File: config.mk
export PLATFORM = sky130hd
export DESIGN_NAME = imem_arbiter
export DESIGN_NICKNAME = d
export VERILOG_FILES = /design/src/rtl/imem_arbiter.sv
export SDC_FILE = /design/constraint.sdc
export NUM_CORES = 1
export LEC_CHECK = 0
export CAP_MARGIN = 20
export CORE_MARGIN = 2
export CORE_UTILIZATION = 26
export CTS_BUF_LIST = sky130_fd_sc_hd__clkbuf_16
export DETAILED_ROUTE_END_ITERATION = 10
export PLACE_DENSITY = 0.82
export SETUP_SLACK_MARGIN = 0.2
export SYNTH_ARGS = -nofsm -noshare
export SYNTH_HDL_FRONTEND = slang
export SYNTH_SLANG_ARGS = --single-unit
File: constraint.sdc
create_clock -name clk -period 1.6 [get_ports clk]
set_input_delay 0.32 -clock clk [delete_from_list [all_inputs] [get_ports clk]]
set_output_delay 0.32 -clock clk [all_outputs]
set_load 0.02 [all_outputs]
File: src/rtl/imem_arbiter.sv
// imem_arbiter: shares a single-port instruction RAM between the fetch unit
// and an external loader/debug port. Fetch has priority; the external port
// is granted when fetch is idle or after MAX_STARVE consecutive denials.
module imem_arbiter #(
   parameter int unsigned ADDR_WIDTH = 10,
   parameter int unsigned DATA_WIDTH = 32,
   parameter int unsigned MAX_STARVE = 8
) (
   input  logic                  clk,
   input  logic                  reset,
   // fetch port
   input  logic                  fetch_en,
   input  logic [ADDR_WIDTH-1:0] fetch_addr,
   output logic                  fetch_stall,
   output logic [DATA_WIDTH-1:0] fetch_data,
   output logic                  fetch_valid,
   // external port
   input  logic                  ext_req,
   input  logic                  ext_we,
   input  logic [ADDR_WIDTH-1:0] ext_addr,
   input  logic [DATA_WIDTH-1:0] ext_wdata,
   output logic                  ext_gnt,
   output logic [DATA_WIDTH-1:0] ext_rdata,
   output logic                  ext_rvalid,
   // memory port
   output logic                  ram_en,
   output logic                  ram_we,
   output logic [ADDR_WIDTH-1:0] ram_addr,
   output logic [DATA_WIDTH-1:0] ram_wdata,
   input  logic [DATA_WIDTH-1:0] ram_rdata
);

   localparam int unsigned CNT_W = 8;
   localparam logic [CNT_W-1:0] STARVE_MAX = CNT_W'(MAX_STARVE);

   // owner of the RAM in the previous cycle; decides which read data is valid
   typedef enum logic [1:0] {
      OWN_NONE   = 2'd0,
      OWN_FETCH  = 2'd1,
      OWN_EXT_RD = 2'd2
   } owner_t;

   owner_t           owner_q, owner_d;
   logic [CNT_W-1:0] starve_q, starve_d;
   logic             grant_ext, grant_fetch;

   // state register: previous owner and external starvation count
   always_ff @(posedge clk) begin
      if (reset) begin
         owner_q  <= OWN_NONE;
         starve_q <= '0;
      end else begin
         owner_q  <= owner_d;
         starve_q <= starve_d;
      end
   end

   // grant decision, RAM steering, next owner and starvation count
   always_comb begin
      grant_ext   = 1'b0;
      grant_fetch = 1'b0;
      owner_d     = OWN_NONE;
      starve_d    = '0;
      fetch_stall = 1'b0;
      fetch_valid = 1'b0;
      ext_gnt     = 1'b0;
      ext_rvalid  = 1'b0;
      ram_en      = 1'b0;
      ram_we      = 1'b0;
      ram_addr    = fetch_addr;
      ram_wdata   = ext_wdata;
      fetch_data  = ram_rdata;
      ext_rdata   = ram_rdata;

      if (!reset) begin
         grant_ext   = ext_req && (!fetch_en || (starve_q == STARVE_MAX));
         grant_fetch = fetch_en && !grant_ext;

         fetch_valid = (owner_q == OWN_FETCH);
         ext_rvalid  = (owner_q == OWN_EXT_RD);
         fetch_stall = fetch_en && grant_ext;
         ext_gnt     = grant_ext;

         if (grant_ext) begin
            ram_en   = 1'b1;
            ram_we   = ext_we;
            ram_addr = ext_addr;
            owner_d  = ext_we ? OWN_NONE : OWN_EXT_RD;
         end else if (grant_fetch) begin
            ram_en   = 1'b1;
            owner_d  = OWN_FETCH;
         end

         // a forced grant clears the count, handing priority back to fetch
         if (ext_req && !grant_ext) begin
            starve_d = (starve_q == STARVE_MAX) ? starve_q : starve_q + CNT_W'(1);
         end
      end
   end

endmodule

==> results by group <==
Run status
  • Run status: finished, violations left
  • Violated checks: negative setup slack

Synth
  • #FFs+latches synth: 10
  • Yosys cell types: 30
  • Post-Syn Area: 0.00160 sq mm
  • Syn_area_per_cell: 7.49 sq um
  • Synth Instances: 214
  • Syn nets: 305
  • Post-synthesis sequential area ratio: 12.5%
  • Warnings from Yosys: 0

Floorplan
  • Placeable Area: 0.00596 sq mm
  • Die ar.: 0.00681 sq mm
  • IO Count: 201
  • Initial core utilization: 26.9%
  • Die Y: 82.5 microns
  • FP Rows: 28
  • Die W: 82.5 microns

Finish
  • Layout cells sized above 1: 55.2%
  • # nets final: 274
  • Util after Layout: 32.5%
  • FF/Latch Area: 208 sq um
  • ANT cells: 0
  • # fillers: 616
  • Layout area overhead: 20.8%
  • Multi-input gate area: 881 sq um

Worst setup path
  • Crit path max fanout: 6
  • CP arrival: 1.52 ns
  • R2R Setup Slk: 0.02 ns
  • Req. time, crit path: 1.28 ns
  • Critical Path Start Type: flip-flop
  • Kind of critical path: reg2out
  • Worst setup EP type: primary output
  • Worst r2r src: starve_q[0]
  • Reg2Reg Depth: 8
  • FF-to-FF End: starve_q[7]

Timing
  • Max Clock Skew: 0.00215 ns
  • WHS: 0.525 ns
  • Unrepaired setup endpoints after global routing: yes
  • Minimum clock period: 1.84 ns
  • Fmax: 544 MHz
  • Hold Fails Final Rpt: 0
  • Final setup vio count: 13
  • Crit share post-route: 115%
  • Final WS setup: -0.239 ns
  • Max-slew headroom: 82.8%
  • Setup_tns: -2.65 ns
  • Slew @ Worst Pin: 0.255 ns
  • Final Slew Violations: 0

Worst hold path
  • Worst hold path type: in2reg
  • Hold endpoint: owner_q[0]
  • Hold Path Depth: 3
  • Hold wc startpoint: ext_req

Routing
  • Drt wl/cell: 17.9 microns
  • Final ANT Viol Nets: 0
  • Wire length after detailed routing: 4580 microns
  • Residual DRC count: 0
  • Post-DR vias/cell: 5.27
  • TritonRoute pass-1 iters: 4
  • Total vias in the final route: 1350
  • 1st-iter DRT viols: 50

Clock tree
  • Clk Latency, worst-skew pair: 0.23 ns
  • Sink Count: 10
  • Clock Tree Root: clkbuf_16
  • CTS max path bufs: 2
  • CTS H-tree lvls: 1
  • TritonCTS clock tree: yes
  • CTS Buf Count: 3
  • CTS clk-pin slew, worst paths: 0.04 ns

Placed design
  • RePlAce Congestion: 0.775
  • Detailed placement HPWL: 3040 microns
  • Port bufs: 40
  • Pre-CTS setup slack: -0.752 ns

Power and ir drop
  • Max VDD drop: 0.000306 V
  • Leak pwr: 0.727 nW
  • Cell Pwr Density: 519 mW/mm^2
  • Total chip power: 1.01 mW

Global routing
  • Aggregate global-route resource usage: 13.4%
  • Largest net degree at the start of global routing: 13
  • Total gr overflow: 0
  • First-pass GRT wire length: 7000 microns
  • Initial antenna violation count: 0
  • Vias in the first global route: 1347

Run
  • Maxcap violations: 0
registers in the layout (all words and copies together) (netlist names):
signal	count
starve_q	8
owner_q	2
worst max-delay path by stage:
stage / slack (ns) / depth (start not counted) / start / to
after floorplan: 0.12 / 4 / starve_q[5] / ram_addr[0]
after global placement: -0.73 / 6 / reset / ram_addr[9]
after detailed placement: -0.75 / 6 / ext_req / ram_addr[4]
after CTS: -0.22 / 4 / starve_q[2] / ram_addr[9]
after global routing: -0.33 / 7 / starve_q[0] / ram_addr[9]
final: -0.24 / 7 / starve_q[1] / ram_addr[9]
synthesized netlist by cell type, drive strengths merged:
library cell | instances | share of area (%)
xnor2 | 1 | 0.55
o21ai | 3 | 0.94
nand2 | 1 | 0.23
nand2b | 1 | 0.39
inv | 5 | 1.2
o211ai | 10 | 5.0
nor4bb | 10 | 6.2
nor2b | 1 | 0.39
a21o | 1 | 0.47
clkbuf | 4 | 1.0
ha | 2 | 1.6
nand3b | 1 | 0.47
a311oi | 1 | 0.55
nand4 | 11 | 4.3
nor3 | 3 | 0.94
nor3b | 3 | 1.4
nand3 | 14 | 4.4
nor2 | 8 | 1.9
buf | 102 | 47
a21oi | 14 | 4.4
or3 | 4 | 1.6
nand4bb | 1 | 0.70
dfxtp | 10 | 12
and4bb | 1 | 0.78
xor2 | 2 | 1.1
what timing repair did:
action,CTS,global route
resized for setup,122,7
cloned,5,0
buffers inserted,5,0
hold buffers,0,0
setup endpoints to repair,24,25
pin swaps,20,9
cells in the final DEF (no fill, tap or decap), types with 2 or more instances in the layout:
| master | netlist | routed |
|---|---|---|
| nor4bb_1 | 10 | 4 |
| inv_1 | 5 | 3 |
| a21oi_2 | 0 | 6 |
| o211ai_1 | 9 | 9 |
| clkdlybuf4s50_1 | 0 | 21 |
| o21ai_0 | 3 | 3 |
| inv_2 | 0 | 2 |
| a21oi_1 | 14 | 7 |
| or3_4 | 0 | 2 |
| nor4bb_4 | 0 | 2 |
| nand4_1 | 11 | 11 |
| nand3_2 | 0 | 10 |
| nor2_2 | 0 | 4 |
| buf_2 | 4 | 5 |
| nor4bb_2 | 0 | 4 |
| nand3_1 | 14 | 4 |
| dfxtp_1 | 10 | 4 |
| clkbuf_16 | 0 | 3 |
| nor2_1 | 8 | 4 |
| xor2_1 | 2 | 2 |
| nor3b_2 | 0 | 2 |
| or3_1 | 4 | 3 |
| buf_4 | 96 | 18 |
| dfxtp_2 | 0 | 6 |
| buf_6 | 1 | 20 |
through the flow:
step | area, sq um | instances
after floorplan | 1730 | 214
after global placement | 1590 | 243
after global routing | 1940 | 256
after detailed placement | 1590 | 243
after CTS | 1920 | 256
final | 1940 | 256
critical path, stage by stage (launching register included):
cell	delay, ns
dfxtp_2	0.31
inv_2	0.06
ha_4	0.15
nand4bb_4	0.12
buf_6	0.15
o211ai_1	0.22
nand3_2	0.11
buf_6	0.15
final cells by class:
class	count	area share (%)
Timing Repair Buffer	68	34.1
Sequential cell	10	10.7
Inverter	5	0.969
Tap cell	75	4.84
Clock buffer	3	3.88
Multi-Input combinational cell	95	45.5
kinds of logic after synthesis:
group           after synthesis  share of synthesized area, %
xor+xnor                      3                          1.64
fa+ha+maj                     2                          1.56
compound gates               29                          11.3
simple gates                 59                          23.7
buf+inv                     111                          49.3
flops                        10                          12.5
power by group:
group	total (mW)	leakage [nW]	internal (mW)	switching, mW
clock	0.422	0.0370	0.323	0.0995
combinational	0.328	0.606	0.176	0.151
sequential	0.256	0.0840	0.254	0.00212
layer usage:
metal / part of all wire [%] / track usage (%) / vias up
met5: 0 / 0 / -
li1: - / - / 594
met2: 51 / 23.6 / 81
met1: 35 / 15.1 / 652
met4: 2.6 / 5.25 / 0
met3: 11 / 4.24 / 23
Note: power is estimated with default switching activity, not from simulation.
